[config.mk]
export PLATFORM = sky130hd
export DESIGN_NAME = sram_bus_ctrl
export DESIGN_NICKNAME = d
export VERILOG_FILES = /design/src/rtl/sram_bus_ctrl_pkg.sv /design/src/rtl/sram_phase_timer.sv /design/src/rtl/sram_bus_ctrl.sv
export SDC_FILE = /design/constraint.sdc
export NUM_CORES = 1
export LEC_CHECK = 0
export CAP_MARGIN = 20
export CORE_AREA = 8 8 100 75
export DETAILED_ROUTE_END_ITERATION = 6
export DIE_AREA = 0 0 108 83
export PLACE_DENSITY = 0.69
export SLEW_MARGIN = 20
export SYNTH_ARGS = -nofsm -noshare
export SYNTH_HDL_FRONTEND = slang
export SYNTH_HIERARCHICAL = 1
export SYNTH_SLANG_ARGS = --single-unit
[constraint.sdc]
create_clock -name clk -period 6.4 [get_ports clk]
set_input_delay 1.92 -clock clk [delete_from_list [all_inputs] [get_ports clk]]
set_output_delay 1.92 -clock clk [all_outputs]
set_load 0.1 [all_outputs]
[src/rtl/sram_bus_ctrl_pkg.sv]
// Shared types and timing constants for the SRAM bus sequencer.
package sram_bus_ctrl_pkg;

   localparam int unsigned PHASE_W       = 4;
   localparam int unsigned SETUP_CYC_DEF = 1;
   localparam int unsigned PULSE_CYC_DEF = 2;
   localparam int unsigned HOLD_CYC_DEF  = 1;

   typedef enum logic [2:0] {
      IDLE,
      SETUP,
      STROBE,
      HOLD,
      VSETUP,
      VSTROBE,
      VHOLD
   } state_e;

   // SRAM-facing control strobes, all active-low except the data enable
   typedef struct packed {
      logic we_n;
      logic oe_n;
      logic dout_en;
   } strobe_t;

endpackage

[src/rtl/sram_phase_timer.sv]
// Loadable down-counter; last_o is high during the final cycle of a phase.
module sram_phase_timer
   import sram_bus_ctrl_pkg::*;
(
   input  logic               clk,
   input  logic               rst_n,
   input  logic               load_i,
   input  logic [PHASE_W-1:0] load_val_i,
   output logic               last_o
);

   logic [PHASE_W-1:0] cnt_q, cnt_d;
   logic               last_q, last_d;

   always_comb begin
      cnt_d = cnt_q;
      if (load_i) begin
         cnt_d = load_val_i;
      end else if (cnt_q != '0) begin
         cnt_d = cnt_q - PHASE_W'(1);
      end
      last_d = (cnt_d == PHASE_W'(1));
   end

   always_ff @(posedge clk or negedge rst_n) begin
      if (!rst_n) begin
         cnt_q  <= '0;
         last_q <= 1'b0;
      end else begin
         cnt_q  <= cnt_d;
         last_q <= last_d;
      end
   end

   assign last_o = last_q;

endmodule

[src/rtl/sram_bus_ctrl.sv]
// Single-beat valid/ready to async SRAM sequencer with programmable setup/pulse/hold.
// Optional write read-back check enabled by SRAM_BUS_CTRL_WRITE_VERIFY_EN.
module sram_bus_ctrl
   import sram_bus_ctrl_pkg::*;
#(
   parameter int unsigned DATA_WIDTH = 8,
   parameter int unsigned ADDR_WIDTH = 11,
   parameter int unsigned SETUP_CYC  = SETUP_CYC_DEF,
   parameter int unsigned PULSE_CYC  = PULSE_CYC_DEF,
   parameter int unsigned HOLD_CYC   = HOLD_CYC_DEF
) (
   input  logic                  clk,
   input  logic                  rst_n,
   input  logic                  req_valid,
   output logic                  req_ready,
   input  logic                  req_we,
   input  logic [ADDR_WIDTH-1:0] req_addr,
   input  logic [DATA_WIDTH-1:0] req_wdata,
   output logic                  rsp_valid,
   output logic [DATA_WIDTH-1:0] rsp_rdata,
   output logic [ADDR_WIDTH-1:0] sram_addr,
   output logic [DATA_WIDTH-1:0] sram_dout,
   output logic                  sram_dout_en,
   input  logic [DATA_WIDTH-1:0] sram_din,
   output logic                  sram_we_n,
   output logic                  sram_oe_n,
   output logic                  verify_err
);

   localparam logic [PHASE_W-1:0] SETUP_L = PHASE_W'(SETUP_CYC);
   localparam logic [PHASE_W-1:0] PULSE_L = PHASE_W'(PULSE_CYC);
   localparam logic [PHASE_W-1:0] HOLD_L  = PHASE_W'(HOLD_CYC);

   state_e                state_q, state_d;
   logic                  we_q, we_d;
   logic [ADDR_WIDTH-1:0] addr_q, addr_d;
   logic [DATA_WIDTH-1:0] dout_q, dout_d;
   logic [DATA_WIDTH-1:0] rdata_q, rdata_d;
   logic                  rsp_valid_q, rsp_valid_d;
   strobe_t               strb_q, strb_d;
`ifdef SRAM_BUS_CTRL_WRITE_VERIFY_EN
   logic                  verr_q, verr_d;
`endif

   logic                  tmr_load;
   logic [PHASE_W-1:0]    tmr_val;
   logic                  tmr_last;

   sram_phase_timer u_timer (
      .clk        (clk),
      .rst_n      (rst_n),
      .load_i     (tmr_load),
      .load_val_i (tmr_val),
      .last_o     (tmr_last)
   );

   // Next-state and next-output logic; outputs are registered from these
   always_comb begin
      state_d      = state_q;
      we_d         = we_q;
      addr_d       = addr_q;
      dout_d       = dout_q;
      rdata_d      = rdata_q;
      rsp_valid_d  = 1'b0;
      strb_d.we_n  = 1'b1;
      strb_d.oe_n  = 1'b1;
      strb_d.dout_en = strb_q.dout_en;
      tmr_load     = 1'b0;
      tmr_val      = SETUP_L;
`ifdef SRAM_BUS_CTRL_WRITE_VERIFY_EN
      verr_d       = verr_q;
`endif
      unique case (state_q)
         IDLE: begin
            strb_d.dout_en = 1'b0;
            if (req_valid) begin
               state_d  = SETUP;
               we_d     = req_we;
               addr_d   = req_addr;
               tmr_load = 1'b1;
               tmr_val  = SETUP_L;
               if (req_we) begin
                  dout_d         = req_wdata;
                  strb_d.dout_en = 1'b1;
               end
            end
         end
         SETUP: begin
            if (tmr_last) begin
               state_d     = STROBE;
               tmr_load    = 1'b1;
               tmr_val     = PULSE_L;
               strb_d.we_n = ~we_q;
               strb_d.oe_n = we_q;
            end
         end
         STROBE: begin
            if (tmr_last) begin
               state_d  = HOLD;
               tmr_load = 1'b1;
               tmr_val  = HOLD_L;
               if (!we_q) begin
                  rdata_d = sram_din;
               end
            end else begin
               strb_d.we_n = ~we_q;
               strb_d.oe_n = we_q;
            end
         end
         HOLD: begin
            if (tmr_last) begin
               strb_d.dout_en = 1'b0;
`ifdef SRAM_BUS_CTRL_WRITE_VERIFY_EN
               if (we_q) begin
                  state_d  = VSETUP;
                  tmr_load = 1'b1;
                  tmr_val  = SETUP_L;
               end else begin
                  state_d     = IDLE;
                  rsp_valid_d = 1'b1;
               end
`else
               state_d     = IDLE;
               rsp_valid_d = 1'b1;
`endif
            end
         end
`ifdef SRAM_BUS_CTRL_WRITE_VERIFY_EN
         VSETUP: begin
            if (tmr_last) begin
               state_d     = VSTROBE;
               tmr_load    = 1'b1;
               tmr_val     = PULSE_L;
               strb_d.oe_n = 1'b0;
            end
         end
         VSTROBE: begin
            if (tmr_last) begin
               state_d  = VHOLD;
               tmr_load = 1'b1;
               tmr_val  = HOLD_L;
               if (sram_din != dout_q) begin
                  verr_d = 1'b1;
               end
            end else begin
               strb_d.oe_n = 1'b0;
            end
         end
         VHOLD: begin
            if (tmr_last) begin
               state_d     = IDLE;
               rsp_valid_d = 1'b1;
            end
         end
`endif
         default: begin
            state_d = IDLE;
         end
      endcase
   end

   always_ff @(posedge clk or negedge rst_n) begin
      if (!rst_n) begin
         state_q      <= IDLE;
         we_q         <= 1'b0;
         addr_q       <= '0;
         dout_q       <= '0;
         rdata_q      <= '0;
         rsp_valid_q  <= 1'b0;
         strb_q       <= '{we_n: 1'b1, oe_n: 1'b1, dout_en: 1'b0};
      end else begin
         state_q      <= state_d;
         we_q         <= we_d;
         addr_q       <= addr_d;
         dout_q       <= dout_d;
         rdata_q      <= rdata_d;
         rsp_valid_q  <= rsp_valid_d;
         strb_q       <= strb_d;
      end
   end

`ifdef SRAM_BUS_CTRL_WRITE_VERIFY_EN
   always_ff @(posedge clk or negedge rst_n) begin
      if (!rst_n) begin
         verr_q <= 1'b0;
      end else begin
         verr_q <= verr_d;
      end
   end
   assign verify_err = verr_q;
`else
   assign verify_err = 1'b0;
`endif

   assign req_ready    = (state_q == IDLE);
   assign rsp_valid    = rsp_valid_q;
   assign rsp_rdata    = rdata_q;
   assign sram_addr    = addr_q;
   assign sram_dout    = dout_q;
   assign sram_dout_en = strb_q.dout_en;
   assign sram_we_n    = strb_q.we_n;
   assign sram_oe_n    = strb_q.oe_n;

endmodule

==> flow_summary.yaml <==
route:
  dr.pass1.iters: 3
  drt_wl_total_mm: 3.728
  antenna_left: 0
  wl_per_cell_um: 13.86
  num_vias: 1138
  drc_errors: 0
  drtIter0Drc: 24
  via_per_inst: 4.230
synthesis:
  synth_top_flop_cell: "dfrtp_1"
  synth_cell_types: 29
  async_flop_share_pct: 100.0
  seq_area_frac_synth_pct: 57.08
  yosysTopAreaCell: "dfrtp_1"
  ys_ff_latch: 39
  syn_avg_cell_area_um2: 14.17
  yosysWarnings: 6
  yosys-top-cells-count: "dfrtp_1 (37), mux2_2 (27), inv_1 (9)"
  synth_cells: 121
  synth_edf_count: 0
  yosysMostFrequentCell: "dfrtp_1"
  synth.area.top_cells: "dfrtp_1 (54%), mux2_2 (18%), ha_1 (4.4%)"
  yosys.area.top_type_share_pct: 54.01
  syn_area_um2: 1714
global_route:
  grt_max_degree: 40
  grt_pass1_vias: 1287
  antenna_found_initial: 0
  grt_overflow: 0
  grt_pass1_wl_mm: 6.203
  grt_use_total_pct: 8.568
  busiest_layer: "met2"
  grt_util_met2_pct: 12.33
  grt_use_met3_pct: 4.475
  grt_util_met1_pct: 10.59
setup_path:
  worstSetupStartpointType: "flip-flop"
  critPathMaxFanout: 5
  reg2regPathDepth: 6
  worstPathArrival_ns: 2.32
  critPathKind: "flip-flop to output pin"
  reg2reg_setup_slack_ns: 4.04
  r2r-start: "state_q[0]"
  r2r-end: "u_timer/last_o"
  worstPathRequired_ns: 4.48
  cp-end-kind: "output pin"
layout:
  syn_to_final_growth_pct: 45.69
  layout-drive-gt1-share_pct: 25.65
  antenna_cells: 0
  nets: 227
  num-fill-cells: 578
clock_network:
  clock-sinks: 39
  cts_tree: "done"
  clk_latency_ns: 0.28
  clock-root-buffer: "clkbuf_8"
  post_cts_resized: 0
  cts_hold_buf: 0
  clk_path_buf_depth: 2
  cts_buffers: 5
  clk_pin_slew_ns: 0.07
  htreeDepth: 2
  post_cts_buffers: 0
timing:
  fin_tns_setup_ns: 0
  slew_headroom_pct: 32.65
  rsz0062_at_grt: "false"
  setup_viol: 0
  tightest_slew_ns: 1.007
  finalWorstPathRequiredPeriod_ns: 4.242
  layout_setup_ws_ns: 2.158
  period_share_pct: 66.28
  hold_violations: 0
  fin_skew_ns: 0.006833
  fmax_mhz: 235.8
  slew_viol_final: 0
min_path:
  hold_end: "sram_dout[0]"
  min_from: "sram_dout[0]"
  whs_path_depth: 1
  hold_path_class: "flip-flop to flip-flop"
floorplan:
  die_area_um2: 8964
  io-pin-count: 64
  rows: 24
  start_util_pct: 28.69
  die_w_um: 108
  die_h_um: 83
  core_region_area_um2: 5976
placement:
  gp_congestion: 0.6909
  place_hpwl_mm: 2.868
  dp_worst_setup_slack_ns: 2.387
  port_buffers: 62
run_status:
  status: "completed"
flow_run:
  drv_cap: 0
==> layout by cell type, fill, tap and decap left out, drive strengths merged <==
cell type      synthesis  final
clkdlybuf4s50          0     61
dfrtp                 37     37
mux2                  30     30
inv                    9      9
clkbuf                 0      7
ha                     6      6
nand2                  6      6
mux2i                  4      4
o21ai                  4      4
a21oi                  3      3
conb                   1      3
and2                   2      2
nor2                   2      2
nand2b                 2      2
dfstp                  2      2
nand3                  2      2
o22ai                  2      2
nor3                   2      2
o21bai                 1      1
clkinv                 0      1
buf                    2      1
nand3b                 1      1
nor3b                  1      1
xnor2                  1      1
nor4                   1      1
==> how the worst max path moves through the flow <==
stage	startpoint	end	slack, ns	cells after the start
final	state_q[0]	req_ready	2.16	3
after global routing	state_q[0]	req_ready	2.09	3
after global placement	req_valid	u_timer/last_o	2.49	5
after floorplan	state_q[0]	req_ready	3.12	2
after CTS	state_q[1]	req_ready	2.15	3
after detailed placement	req_valid	u_timer/last_o	2.39	5
==> final cells by class <==
type                            instances  area, µm²  area share, %
Sequential cell                        39      978.4          39.18
Multi-Input combinational cell         73      690.7          27.66
Timing Repair Buffer                   62      615.6          24.65
Tap cell                               78      97.59          3.908
Clock buffer                            7      76.32          3.056
Inverter                                9      33.78          1.353
Clock inverter                          1      5.005         0.2004
==> worst max-delay path, cell delays in order (launching register included) <==
cell             delay [ns]
dfrtp_1                0.42
inv_1                  0.13
ha_1                   0.30
clkdlybuf4s50_1        1.19
==> cells by family after synthesis <==
| family | share of synthesized area, % |
|---|---|
| flops | 57.08 |
| buf+inv | 3.066 |
| mux | 22.70 |
| fa+ha+maj | 4.379 |
| compound gates | 3.795 |
| other cells | 0.2188 |
| xor+xnor | 0.5110 |
| simple gates | 8.248 |
==> flip-flops by register name, summed over array words and instances, names as in the netlist <==
register        cells
state_q             2
rsp_rdata           8
rsp_valid           1
sram_we_n           1
u_timer/last_o      1
sram_dout_en        1
sram_dout           8
u_timer/cnt_q       4
we_q                1
sram_oe_n           1
sram_addr          11
==> routing by layer <==
metal	vias up	wire, µm
met2	42	1612
li1	547	-
met5	-	0
met1	547	1699
met4	0	16
met3	2	400
==> stage by stage <==
stage	hold WS [ns]	std cells	util (%)	cell area (µm²)
global route	0.5304	269	41.79	2497
finish	0.5034	269	41.79	2497
floorplan	0.4676	123	-	1722
CTS	0.5111	269	41.79	2497
detailed placement	0.4933	261	40.43	2416
global placement	0.4868	261	40.43	2416
Power is left out: the tool's default activity adds up to more than one toggle a clock period on the data nets, which glitch-free logic cannot reach.
